[src/rtl/sdram_ch1_linebuf_if.sv]
// Bus bundles for the sdram channel 1 line buffer: CPU-facing side and controller-facing side.
// On each bus the master drives the request; the slave answers it.

interface sdram_ch1_linebuf_cpu_if;
    logic        cpu_req;
    logic        cpu_rnw;
    logic [26:0] cpu_addr;
    logic        cpu_uncached;
    logic [15:0] cpu_din;
    logic [31:0] cpu_dout;
    logic        cpu_done;
    logic        cpu_busy;
    logic        inval;

    modport master (
        output cpu_req, cpu_rnw, cpu_addr, cpu_uncached, cpu_din, inval,
        input  cpu_dout, cpu_done, cpu_busy
    );
    modport slave (
        input  cpu_req, cpu_rnw, cpu_addr, cpu_uncached, cpu_din, inval,
        output cpu_dout, cpu_done, cpu_busy
    );
endinterface

interface sdram_ch1_linebuf_ch1_if;
    logic [26:0]  ch1_addr;
    logic [15:0]  ch1_din;
    logic         ch1_req;
    logic         ch1_rnw;
    logic         ch1_128;
    logic [127:0] ch1_dout;
    logic         ch1_ready;

    modport master (
        output ch1_addr, ch1_din, ch1_req, ch1_rnw, ch1_128,
        input  ch1_dout, ch1_ready
    );
    modport slave (
        input  ch1_addr, ch1_din, ch1_req, ch1_rnw, ch1_128,
        output ch1_dout, ch1_ready
    );
endinterface

[src/rtl/sdram_ch1_linebuf.sv]
// CPU read line buffer and request sequencer in front of sdram channel 1.
// Cached reads fill 128-bit lines; writes are write-through; uncached reads go straight to ch1.

module sdram_ch1_linebuf #(
    parameter int NUM_LINES = 2,
    parameter int REQ_HOLD  = 2
) (
    input  logic                          clk1x,
    input  logic                          reset_n,
    sdram_ch1_linebuf_cpu_if.slave        cpu,
    sdram_ch1_linebuf_ch1_if.master       ch1
);

    localparam int PTR_W = (NUM_LINES > 1) ? $clog2(NUM_LINES) : 1;
    localparam int CNT_W = (REQ_HOLD > 1) ? $clog2(REQ_HOLD) : 1;
    localparam logic [PTR_W-1:0] PTR_MAX   = PTR_W'(NUM_LINES - 1);
    localparam logic [CNT_W-1:0] HOLD_LAST = CNT_W'(REQ_HOLD - 1);

    typedef enum logic [1:0] {IDLE, REQ, WAIT, CAPTURE} state_t;

    state_t             state_q, state_d;
    logic [CNT_W-1:0]   hold_q, hold_d;
    logic               rdy_q;
    logic               fill_inval_q, fill_inval_d;
    logic [NUM_LINES-1:0] valid_q, valid_d;
    logic [PTR_W-1:0]   ptr_q, ptr_d;

    logic [26:0]        addr_q, addr_d;
    logic [15:0]        din_q, din_d;
    logic               rnw_q, rnw_d;
    logic               unc_q, unc_d;

    logic [26:0]        ch1_addr_q, ch1_addr_d;
    logic [15:0]        ch1_din_q, ch1_din_d;
    logic               ch1_req_q, ch1_req_d;
    logic               ch1_rnw_q, ch1_rnw_d;
    logic               ch1_128_q, ch1_128_d;
    logic [31:0]        cpu_dout_q, cpu_dout_d;
    logic               cpu_done_q, cpu_done_d;
    logic               busy_q, busy_d;

    logic [127:0]       line_q [NUM_LINES];
    logic [22:0]        tag_q  [NUM_LINES];
    logic               line_we, tag_we;
    logic [PTR_W-1:0]   line_widx;
    logic [127:0]       line_wdata;

    logic               rd_hit, wr_hit;
    logic [PTR_W-1:0]   rd_idx, wr_idx;
    logic               unused_addr_bit;

    function automatic logic [31:0] sel_word(input logic [127:0] line, input logic [1:0] idx);
        sel_word = line[{idx, 5'b00000} +: 32];
    endfunction

    function automatic logic [127:0] merge_half(input logic [127:0] line, input logic [2:0] idx,
                                                input logic [15:0] half);
        logic [127:0] res;
        res = line;
        res[{idx, 4'b0000} +: 16] = half;
        merge_half = res;
    endfunction

    // Tag lookup: rd_* serves an incoming CPU read, wr_* the latched write at CAPTURE.
    always_comb begin
        rd_hit = 1'b0;
        rd_idx = '0;
        wr_hit = 1'b0;
        wr_idx = '0;
        for (int i = 0; i < NUM_LINES; i++) begin
            if (valid_q[i] && (tag_q[i] == cpu.cpu_addr[26:4])) begin
                rd_hit = 1'b1;
                rd_idx = PTR_W'(i);
            end
            if (valid_q[i] && (tag_q[i] == addr_q[26:4])) begin
                wr_hit = 1'b1;
                wr_idx = PTR_W'(i);
            end
        end
    end

    always_comb begin
        state_d      = state_q;
        hold_d       = hold_q;
        valid_d      = valid_q;
        ptr_d        = ptr_q;
        addr_d       = addr_q;
        din_d        = din_q;
        rnw_d        = rnw_q;
        unc_d        = unc_q;
        ch1_addr_d   = ch1_addr_q;
        ch1_din_d    = ch1_din_q;
        ch1_req_d    = ch1_req_q;
        ch1_rnw_d    = ch1_rnw_q;
        ch1_128_d    = ch1_128_q;
        cpu_dout_d   = cpu_dout_q;
        cpu_done_d   = 1'b0;
        busy_d       = busy_q;
        line_we      = 1'b0;
        tag_we       = 1'b0;
        line_widx    = ptr_q;
        line_wdata   = ch1.ch1_dout;
        // An invalidate seen while a request is outstanding must keep that fill from becoming valid.
        fill_inval_d = fill_inval_q | (cpu.inval && (state_q != IDLE));

        case (state_q)
            IDLE: begin
                if (cpu.cpu_req) begin
                    if (cpu.cpu_rnw && !cpu.cpu_uncached && rd_hit) begin
                        cpu_done_d = 1'b1;
                        cpu_dout_d = sel_word(line_q[rd_idx], cpu.cpu_addr[3:2]);
                    end else begin
                        addr_d       = cpu.cpu_addr;
                        din_d        = cpu.cpu_din;
                        rnw_d        = cpu.cpu_rnw;
                        unc_d        = cpu.cpu_uncached;
                        busy_d       = 1'b1;
                        ch1_req_d    = 1'b1;
                        hold_d       = '0;
                        fill_inval_d = 1'b0;
                        ch1_rnw_d    = cpu.cpu_rnw;
                        ch1_128_d    = cpu.cpu_rnw & ~cpu.cpu_uncached;
                        if (!cpu.cpu_rnw) begin
                            ch1_addr_d = {cpu.cpu_addr[26:1], 1'b0};
                            ch1_din_d  = cpu.cpu_din;
                        end else if (cpu.cpu_uncached) begin
                            ch1_addr_d = {cpu.cpu_addr[26:2], 2'b00};
                        end else begin
                            ch1_addr_d = {cpu.cpu_addr[26:4], 4'h0};
                        end
                        state_d = REQ;
                    end
                end
            end
            REQ: begin
                if (hold_q == HOLD_LAST) begin
                    ch1_req_d = 1'b0;
                    state_d   = WAIT;
                end else begin
                    hold_d = hold_q + 1'b1;
                end
            end
            WAIT: begin
                if (ch1.ch1_ready && !rdy_q) begin
                    state_d = CAPTURE;
                end
            end
            CAPTURE: begin
                // Burst tail lands after the ready pulse, so ch1_dout is sampled here, one cycle later.
                cpu_done_d = 1'b1;
                busy_d     = 1'b0;
                state_d    = IDLE;
                if (rnw_q && !unc_q) begin
                    line_we        = 1'b1;
                    tag_we         = 1'b1;
                    line_widx      = ptr_q;
                    line_wdata     = ch1.ch1_dout;
                    valid_d[ptr_q] = ~(fill_inval_q | cpu.inval);
                    ptr_d          = (ptr_q == PTR_MAX) ? '0 : ptr_q + 1'b1;
                    cpu_dout_d     = sel_word(ch1.ch1_dout, addr_q[3:2]);
                end else if (rnw_q) begin
                    cpu_dout_d = ch1.ch1_dout[31:0];
                end else if (wr_hit) begin
                    line_we    = 1'b1;
                    line_widx  = wr_idx;
                    line_wdata = merge_half(line_q[wr_idx], addr_q[3:1], din_q);
                end
            end
            default: state_d = IDLE;
        endcase

        if (cpu.inval) begin
            valid_d = '0;
        end
    end

    always_ff @(posedge clk1x or negedge reset_n) begin
        if (!reset_n) begin
            state_q      <= IDLE;
            hold_q       <= '0;
            rdy_q        <= 1'b0;
            fill_inval_q <= 1'b0;
            valid_q      <= '0;
            ptr_q        <= '0;
            ch1_addr_q   <= '0;
            ch1_din_q    <= '0;
            ch1_req_q    <= 1'b0;
            ch1_rnw_q    <= 1'b0;
            ch1_128_q    <= 1'b0;
            cpu_dout_q   <= '0;
            cpu_done_q   <= 1'b0;
            busy_q       <= 1'b0;
        end else begin
            state_q      <= state_d;
            hold_q       <= hold_d;
            rdy_q        <= ch1.ch1_ready;
            fill_inval_q <= fill_inval_d;
            valid_q      <= valid_d;
            ptr_q        <= ptr_d;
            ch1_addr_q   <= ch1_addr_d;
            ch1_din_q    <= ch1_din_d;
            ch1_req_q    <= ch1_req_d;
            ch1_rnw_q    <= ch1_rnw_d;
            ch1_128_q    <= ch1_128_d;
            cpu_dout_q   <= cpu_dout_d;
            cpu_done_q   <= cpu_done_d;
            busy_q       <= busy_d;
        end
    end

    // Line storage and latched request fields carry no reset; valid bits and state guard them.
    always_ff @(posedge clk1x) begin
        addr_q <= addr_d;
        din_q  <= din_d;
        rnw_q  <= rnw_d;
        unc_q  <= unc_d;
        if (line_we) begin
            line_q[line_widx] <= line_wdata;
        end
        if (tag_we) begin
            tag_q[line_widx] <= addr_q[26:4];
        end
    end

    assign unused_addr_bit = addr_q[0];

    assign cpu.cpu_dout = cpu_dout_q;
    assign cpu.cpu_done = cpu_done_q;
    assign cpu.cpu_busy = busy_q;
    assign ch1.ch1_addr = ch1_addr_q;
    assign ch1.ch1_din  = ch1_din_q;
    assign ch1.ch1_req  = ch1_req_q;
    assign ch1.ch1_rnw  = ch1_rnw_q;
    assign ch1.ch1_128  = ch1_128_q;

endmodule

[src/flat_wrapper.sv]
// flat-port wrapper written by rule: the top's interface ports become plain ports
module sdram_ch1_linebuf_flat 
#(
    parameter int NUM_LINES = 2,
    parameter int REQ_HOLD  = 2
)
  (clk1x, reset_n, cpu_cpu_req, cpu_cpu_rnw, cpu_cpu_addr, cpu_cpu_uncached, cpu_cpu_din, cpu_inval, cpu_cpu_dout, cpu_cpu_done, cpu_cpu_busy, ch1_ch1_addr, ch1_ch1_din, ch1_ch1_req, ch1_ch1_rnw, ch1_ch1_128, ch1_ch1_dout, ch1_ch1_ready);
  sdram_ch1_linebuf_cpu_if cpu_i ();
  sdram_ch1_linebuf_ch1_if ch1_i ();
  input  logic clk1x;
  input  logic reset_n;
  input wire logic [$bits(cpu_i.cpu_req)-1:0] cpu_cpu_req;
  input wire logic [$bits(cpu_i.cpu_rnw)-1:0] cpu_cpu_rnw;
  input wire logic [$bits(cpu_i.cpu_addr)-1:0] cpu_cpu_addr;
  input wire logic [$bits(cpu_i.cpu_uncached)-1:0] cpu_cpu_uncached;
  input wire logic [$bits(cpu_i.cpu_din)-1:0] cpu_cpu_din;
  input wire logic [$bits(cpu_i.inval)-1:0] cpu_inval;
  output wire logic [$bits(cpu_i.cpu_dout)-1:0] cpu_cpu_dout;
  output wire logic [$bits(cpu_i.cpu_done)-1:0] cpu_cpu_done;
  output wire logic [$bits(cpu_i.cpu_busy)-1:0] cpu_cpu_busy;
  output wire logic [$bits(ch1_i.ch1_addr)-1:0] ch1_ch1_addr;
  output wire logic [$bits(ch1_i.ch1_din)-1:0] ch1_ch1_din;
  output wire logic [$bits(ch1_i.ch1_req)-1:0] ch1_ch1_req;
  output wire logic [$bits(ch1_i.ch1_rnw)-1:0] ch1_ch1_rnw;
  output wire logic [$bits(ch1_i.ch1_128)-1:0] ch1_ch1_128;
  input wire logic [$bits(ch1_i.ch1_dout)-1:0] ch1_ch1_dout;
  input wire logic [$bits(ch1_i.ch1_ready)-1:0] ch1_ch1_ready;
  assign cpu_i.cpu_req = cpu_cpu_req;
  assign cpu_i.cpu_rnw = cpu_cpu_rnw;
  assign cpu_i.cpu_addr = cpu_cpu_addr;
  assign cpu_i.cpu_uncached = cpu_cpu_uncached;
  assign cpu_i.cpu_din = cpu_cpu_din;
  assign cpu_i.inval = cpu_inval;
  assign cpu_cpu_dout = cpu_i.cpu_dout;
  assign cpu_cpu_done = cpu_i.cpu_done;
  assign cpu_cpu_busy = cpu_i.cpu_busy;
  assign ch1_ch1_addr = ch1_i.ch1_addr;
  assign ch1_ch1_din = ch1_i.ch1_din;
  assign ch1_ch1_req = ch1_i.ch1_req;
  assign ch1_ch1_rnw = ch1_i.ch1_rnw;
  assign ch1_ch1_128 = ch1_i.ch1_128;
  assign ch1_i.ch1_dout = ch1_ch1_dout;
  assign ch1_i.ch1_ready = ch1_ch1_ready;
  sdram_ch1_linebuf #(.NUM_LINES(NUM_LINES), .REQ_HOLD(REQ_HOLD)) u_core (.clk1x(clk1x), .reset_n(reset_n), .cpu(cpu_i), .ch1(ch1_i));
endmodule
[config.mk]
export PLATFORM = sky130hd
export DESIGN_NAME = sdram_ch1_linebuf_flat
export DESIGN_NICKNAME = d
export VERILOG_FILES = /design/src/rtl/sdram_ch1_linebuf_if.sv /design/src/rtl/sdram_ch1_linebuf.sv /design/src/flat_wrapper.sv
export SDC_FILE = /design/constraint.sdc
export NUM_CORES = 1
export LEC_CHECK = 0
export CAP_MARGIN = 0
export CORE_MARGIN = 2
export CORE_UTILIZATION = 52
export CTS_BUF_LIST = sky130_fd_sc_hd__clkbuf_8
export CTS_CLUSTER_DIAMETER = 30
export DETAILED_ROUTE_END_ITERATION = 10
export DONT_BUFFER_PORTS = 1
export PLACE_DENSITY = 0.71
export SLEW_MARGIN = 20
export SYNTH_ARGS = -nofsm -noshare
export SYNTH_HDL_FRONTEND = slang
export SYNTH_SLANG_ARGS = --single-unit
[constraint.sdc]
create_clock -name clk1x -period 20.6 [get_ports clk1x]
set_clock_uncertainty 0.15 [all_clocks]
set_input_delay 2.06 -clock clk1x [delete_from_list [all_inputs] [get_ports clk1x]]
set_output_delay 2.06 -clock clk1x [all_outputs]
set_load 0.03 [all_outputs]
== Yosys cells after proc, flatten, opt, wreduce, memory -nomap -nowiden ==
Memories as Yosys holds them, arrays and structs flattened.
Index checks and enable logic that the tools add are counted.
Storage, ports and cells
  register bits: 133
  RAM bits: 302
  input bits: 178
  memories: 2
Cells by class
  add/subtract/negate cells: 3
  $lt $le $gt $ge: 2
  eq/ne operators: 13
  shift-type cells: 4
  mux-type cells: 59
  bitwise logic cells: 7
  reductions and logical operators: 28
Memories
  u_core.line_q: depth 2, width 128, read ports 2, clocked after memory_dff 0, write ports 1, line sdram_ch1_linebuf.sv:42  | logic [127:0] line_q [NUM_LINES];
  u_core.tag_q: depth 2, width 23, read ports 2, clocked after memory_dff 0, write ports 1, line sdram_ch1_linebuf.sv:43  | logic [22:0] tag_q [NUM_LINES];
Operator list (count)
  $mux W128: 4
  $shiftx A128 B8 Y32: 2
  $bwmux W128: 1
  $mux W32: 4
  $shift A16 B9 Y128 const A: 1
  $shiftx A16 B9 Y128: 1
  $eq A23 B23 Y1: 4
  $pmux W32 S2: 1
  $mux W1: 33
  $reduce_and A4 Y1: 4
  $mux W2: 7
  $logic_and A1 B1 Y1: 10
  $reduce_bool A2 Y1: 5
  $neg A7 Y9: 1
  $reduce_and A3 Y1: 3
  $mux W4: 2
  $pmux W1 S2: 4
  $pmux W2 S4: 1
  $ne A2 B1 Y1 const B: 3
  $eq A2 B2 Y1 const B: 2
  $ne A2 B2 Y1 const B: 2
  $not A1 Y1: 4
  $reduce_and A2 Y1: 2
  $logic_not A1 Y1: 3
  10 further kinds: 12

== Longest topological paths before layout ==
  word-level depth: 10
  gate-level depth with buffers: 12

== Worst setup path before layout ==
OpenSTA, ideal clock, no wires.
  kind: register to register
  start point: register u_core.state_q[0]
  end point: memory u_core.line_q[0][0] (enable)
  data arrival time: 8.253 ns
  path slack: 11.539 ns
  cell stages (with the launch flop): 11
  path buffers: 2
  path through: dfrtp_1 -> ha_1 -> and2b_1 -> nand3_1 -> or4_1 -> nor4_1 -> o21bai_2 -> buf_6 -> buf_6 -> inv_1 -> a21oi_1
On the way
  cells in the longest elaborated chain, start to end: 4
RTL lines
  start, declared: line sdram_ch1_linebuf.sv:21  | state_t state_q, state_d;
  start signal, assigned: line sdram_ch1_linebuf.sv:194  | state_q <= state_d;
  $eq A2 B2 Y1 *: line sdram_ch1_linebuf.sv:106  | case (state_q)
  $mux W1: line sdram_ch1_linebuf.sv:106
  $mux W1: line sdram_ch1_linebuf.sv:217  | if (line_we) begin
  $mux W1 (not written as such): line sdram_ch1_linebuf.sv:218  | line_q[line_widx] <= line_wdata;
  end, declared: line sdram_ch1_linebuf.sv:42
Every way passes the cells marked *; elsewhere a longest branch is shown, timed or not.

== Worst setup path in the final report ==
  start point: register u_core.addr_q[11]
  end point: memory u_core.line_q[1][65] (enable)
On the way
  cells in the longest elaborated chain, start to end: 10
RTL lines
  start, declared: line sdram_ch1_linebuf.sv:28  | logic [26:0] addr_q, addr_d;
  start signal, assigned: line sdram_ch1_linebuf.sv:213  | addr_q <= addr_d;
  $eq A23 B23 Y1: line sdram_ch1_linebuf.sv:75  | if (valid_q[i] && (tag_q[i] == addr_q[26:4])) begin
  $logic_and A1 B1 Y1: line sdram_ch1_linebuf.sv:75
  $mux W1 (2 in a row): line sdram_ch1_linebuf.sv:75
  $mux W1: line sdram_ch1_linebuf.sv:163  | end else if (wr_hit) begin
  $mux W1: line sdram_ch1_linebuf.sv:161  | end else if (rnw_q) begin
  $mux W1: line sdram_ch1_linebuf.sv:153  | if (rnw_q && !unc_q) begin
  $mux W1: line sdram_ch1_linebuf.sv:106
  $mux W1: line sdram_ch1_linebuf.sv:217
  $mux W1 (not written as such): line sdram_ch1_linebuf.sv:218
Parallel ways exist; a longest one is shown, timed or not.

==> results.sh <==
export IMPL_cts_buffers=99
export IMPL_pre_cts_ws_ns=14.86
export IMPL_syn_avg_cell_area_um2=12.7
export IMPL_path_cells="xor2_1 > nor4_1 > nand4_1 > or3_4 > o21bai_4 > buf_4 > inv_1 > a21boi_4 > buf_4 > buf_4"
export IMPL_dieArea_um2=45600
export IMPL_initial_core_util_pct=52.8
export IMPL_min_period_ns=5.79
export IMPL_final_setup_tns_ns=0
export IMPL_htree_num_levels=3
export IMPL_pin_count=258
export IMPL_grt_pass1_vias=15700
export IMPL_clk_pin_slew_ns=0.05
export IMPL_drv_slew=0
export IMPL_async_reset_ff_share_pct=20.1
export IMPL_timing_final_ws_setup_ns=14.81
export IMPL_status="finished clean"
export IMPL_cpMaxStageDelayCell="buf_4"
export IMPL_clockBufferDepth=3
export IMPL_hpwl_um=38200
export IMPL_yosysWarnings=0
export IMPL_grt_total_usage_pct=27.9
export IMPL_routabilityCongestion=0.809
export IMPL_register_area_um2=12600
export IMPL_root_buffer="clkbuf_8"
export IMPL_grt_antenna_before_repair=0
export IMPL_syn_inst=1797
export IMPL_avgRoutedWirePerCell_um=26.1
export IMPL_core_area_um2=43300
export IMPL_ys_types=50
export IMPL_worst_pin_slew_ns=1.17
export IMPL_peakVddDrop_uv=94.8
export IMPL_nets=1970
export IMPL_final_period_utilization_pct=28.1
export IMPL_port_buffer_count=0
export IMPL_ys_seq_area_share_pct=55.0
export IMPL_cts_resized=0
export IMPL_grt_remaining_overflow=0
export IMPL_drive_gt1_share_pct=26.2
export IMPL_total_power_mw=2.99
export IMPL_grt_max_degree=131
export IMPL_synth_edff_count=346
export IMPL_rsz0062_at_grt="no"
export IMPL_tritoncts="yes"
export IMPL_detail_route_antenna_nets=0
export IMPL_cp_num_buf_inv=4
export IMPL_fillers=3483
export IMPL_clock_latency_ns=0.71
export IMPL_fin_util_pct=58.8
export IMPL_cp_start_kind="flop"
export IMPL_fp_dieH_um=214
export IMPL_via_count=15200
export IMPL_slew_limit_headroom_pct=22.0
export IMPL_max_stage_delay_ns=0.89
export IMPL_worstSetupPathType="reg2reg"
export IMPL_finalHoldViolCount=0
export IMPL_crit_family="buffers and inverters"
export IMPL_num_rows=76
export IMPL_grt_pass1_wl_um=94600
export IMPL_power_leakage_nw=9.56
export IMPL_drc=0
export IMPL_cts_hold_buf=0
export IMPL_cts_post_setup_buffers_inserted=0
export IMPL_crit_required_ns=20.75
export IMPL_syn_to_final_growth_pct=11.4
export IMPL_drt_iter0_drc=1112
export IMPL_cellPowerDensity_nw_per_um2=118
export IMPL_critPathMaxFanout=67
export IMPL_fmax_ghz=0.173
export IMPL_cp_end_kind="flop"
export IMPL_wl_um=64200
export IMPL_ys_seq_elements=433
export IMPL_cts_sinks=433
export IMPL_synthesis_area_um2=22800
export IMPL_synth_fp_nets=1982
export IMPL_setup_viol=0
export IMPL_cp_common_cell="buf_4"
export IMPL_first_pass_iters=5
export IMPL_drv_cap=0
export IMPL_multiInputGateArea_um2=9590
export IMPL_synthFlopType="edfxtp_1"
export IMPL_die_w_um=214
export IMPL_hold_path_class="reg2reg"
export IMPL_critical_path_arrival_ns=5.94
export IMPL_via_per_inst=6.17
cell families (layout without fill, tap and decap cells):
logic type               count (synthesis)  in the layout  synth area share, %
flip-flops                             433            433                 55.0
multiplexers                           489            489                 23.0
other                                    1              2               0.0164
adder cells (fa/ha/maj)                  7              7                0.383
buffers and inverters                  159            232                 3.55
AO/OA/AOI/OAI                          288            288                 7.87
AND/OR/NAND/NOR                        328            328                 6.61
XOR/XNOR                                92             92                 3.53
state kept, by name, summed over array words and instances, names as in the netlist:
register and count:
u_core.ptr_q 1, u_core.ch1.ch1_din 16, u_core.addr_q 26, u_core.ch1.ch1_128 1, u_core.cpu.cpu_dout 32, u_core.din_q 16, u_core.fill_inval_q 1, u_core.state_q 2
u_core.line_q 256, u_core.cpu.cpu_done 1, u_core.valid_q 2, u_core.unc_q 1, u_core.tag_q 46, u_core.ch1.ch1_req 1, u_core.ch1.ch1_rnw 1, u_core.ch1.ch1_addr 26
u_core.hold_q 1, u_core.rdy_q 1, u_core.rnw_q 1, u_core.cpu.cpu_busy 1
stage by stage:
step           area [um^2]  hold WS [ns]  instances
2_1_floorplan        22800         0.294       1797
3_3_place_gp         23200         0.309       2269
3_5_place_dp         23200         0.325       2269
4_1_cts              25400         0.336       2455
5_1_grt              25400         0.361       2455
6_report             25400         0.335       2456
layout by cell type, fill, tap and decap left out, types with 4 or more instances in the layout:
cell	instances
a21oi_1	72
buf_4	30
bufinv_16	12
clkbuf_8	107
clkinv_1	7
clkinv_2	22
clkinv_4	4
clkinvlp_4	13
dfrtp_1	87
edfxtp_1	346
ha_1	6
inv_1	28
mux2_1	30
mux2_2	265
mux2i_1	194
nand2_1	92
nand2b_1	4
nand3_1	108
nand4_1	13
nor2_1	69
nor4_1	13
o211ai_1	94
o21ai_0	69
o22ai_1	34
xnor2_1	42
xor2_1	50
cell usage after synthesis (all sizes together) (4+ instances only):
library cell    n  share of area, %
a21oi          74               1.6
buf            47               1.7
clkbuf         96               1.6
dfrtp          87               9.5
edfxtp        346                45
ha              7              0.38
inv            15              0.25
mux2          295                15
mux2i         194               8.5
nand2          93               1.5
nand2b          4              0.11
nand3         109               2.4
nand4          13              0.36
nor2           74               1.2
nor2b           6              0.16
nor3            5              0.11
nor4           14              0.38
o211ai         94               3.1
o21ai          69               1.5
o22ai          36               1.0
xnor2          42               1.6
xor2           50               1.9
worst paths after layout:
path | cells past startpoint | slack (ns) | from | to
max reg2reg | 10 | 14.81 | u_core.addr_q[11]$_DFFE_PP_ | u_core.line_q[1][65]$_DFFE_PP_
min reg2reg | 1 | 0.34 | u_core.ptr_q$_DFFE_PN0P_ | u_core.ptr_q$_DFFE_PN0P_
max | 10 | 14.81 | u_core.addr_q[11]$_DFFE_PP_ | u_core.line_q[1][65]$_DFFE_PP_
min in group asynchronous | 0 | 0.90 | reset_n | u_core.ch1.ch1_addr[17]$_DFFE_PN0P_
min | 1 | 0.34 | u_core.ptr_q$_DFFE_PN0P_ | u_core.ptr_q$_DFFE_PN0P_
max in group asynchronous | 0 | 19.20 | reset_n | u_core.ch1.ch1_addr[1]$_DFFE_PN0P_
final cells by class:
class,count,share of cell area (%)
sequential,433,49.4
antenna,1,0.00983
tap,585,2.88
clock inverter,79,3.15
multi-input combinational,1205,37.7
clock buffer,107,5.79
inverter,16,0.236
timing repair buffer,30,0.885
where the power goes:
group          switching, mW  internal, mW  leakage [nW]
registers              0.268          1.10          4.18
clock network          0.444         0.648          1.18
logic                  0.309         0.220          4.20
per-layer routing:
layer | vias to the layer above | routed length [um] | GRT usage [%]
met4 | 0 | 1850 | 10.4
met1 | 7528 | 24800 | 34.5
met3 | 114 | 6610 | 9.04
met5 | - | 0 | 0
li1 | 6803 | - | -
met2 | 714 | 31000 | 46.0
Note: power is estimated with default switching activity, not from simulation.
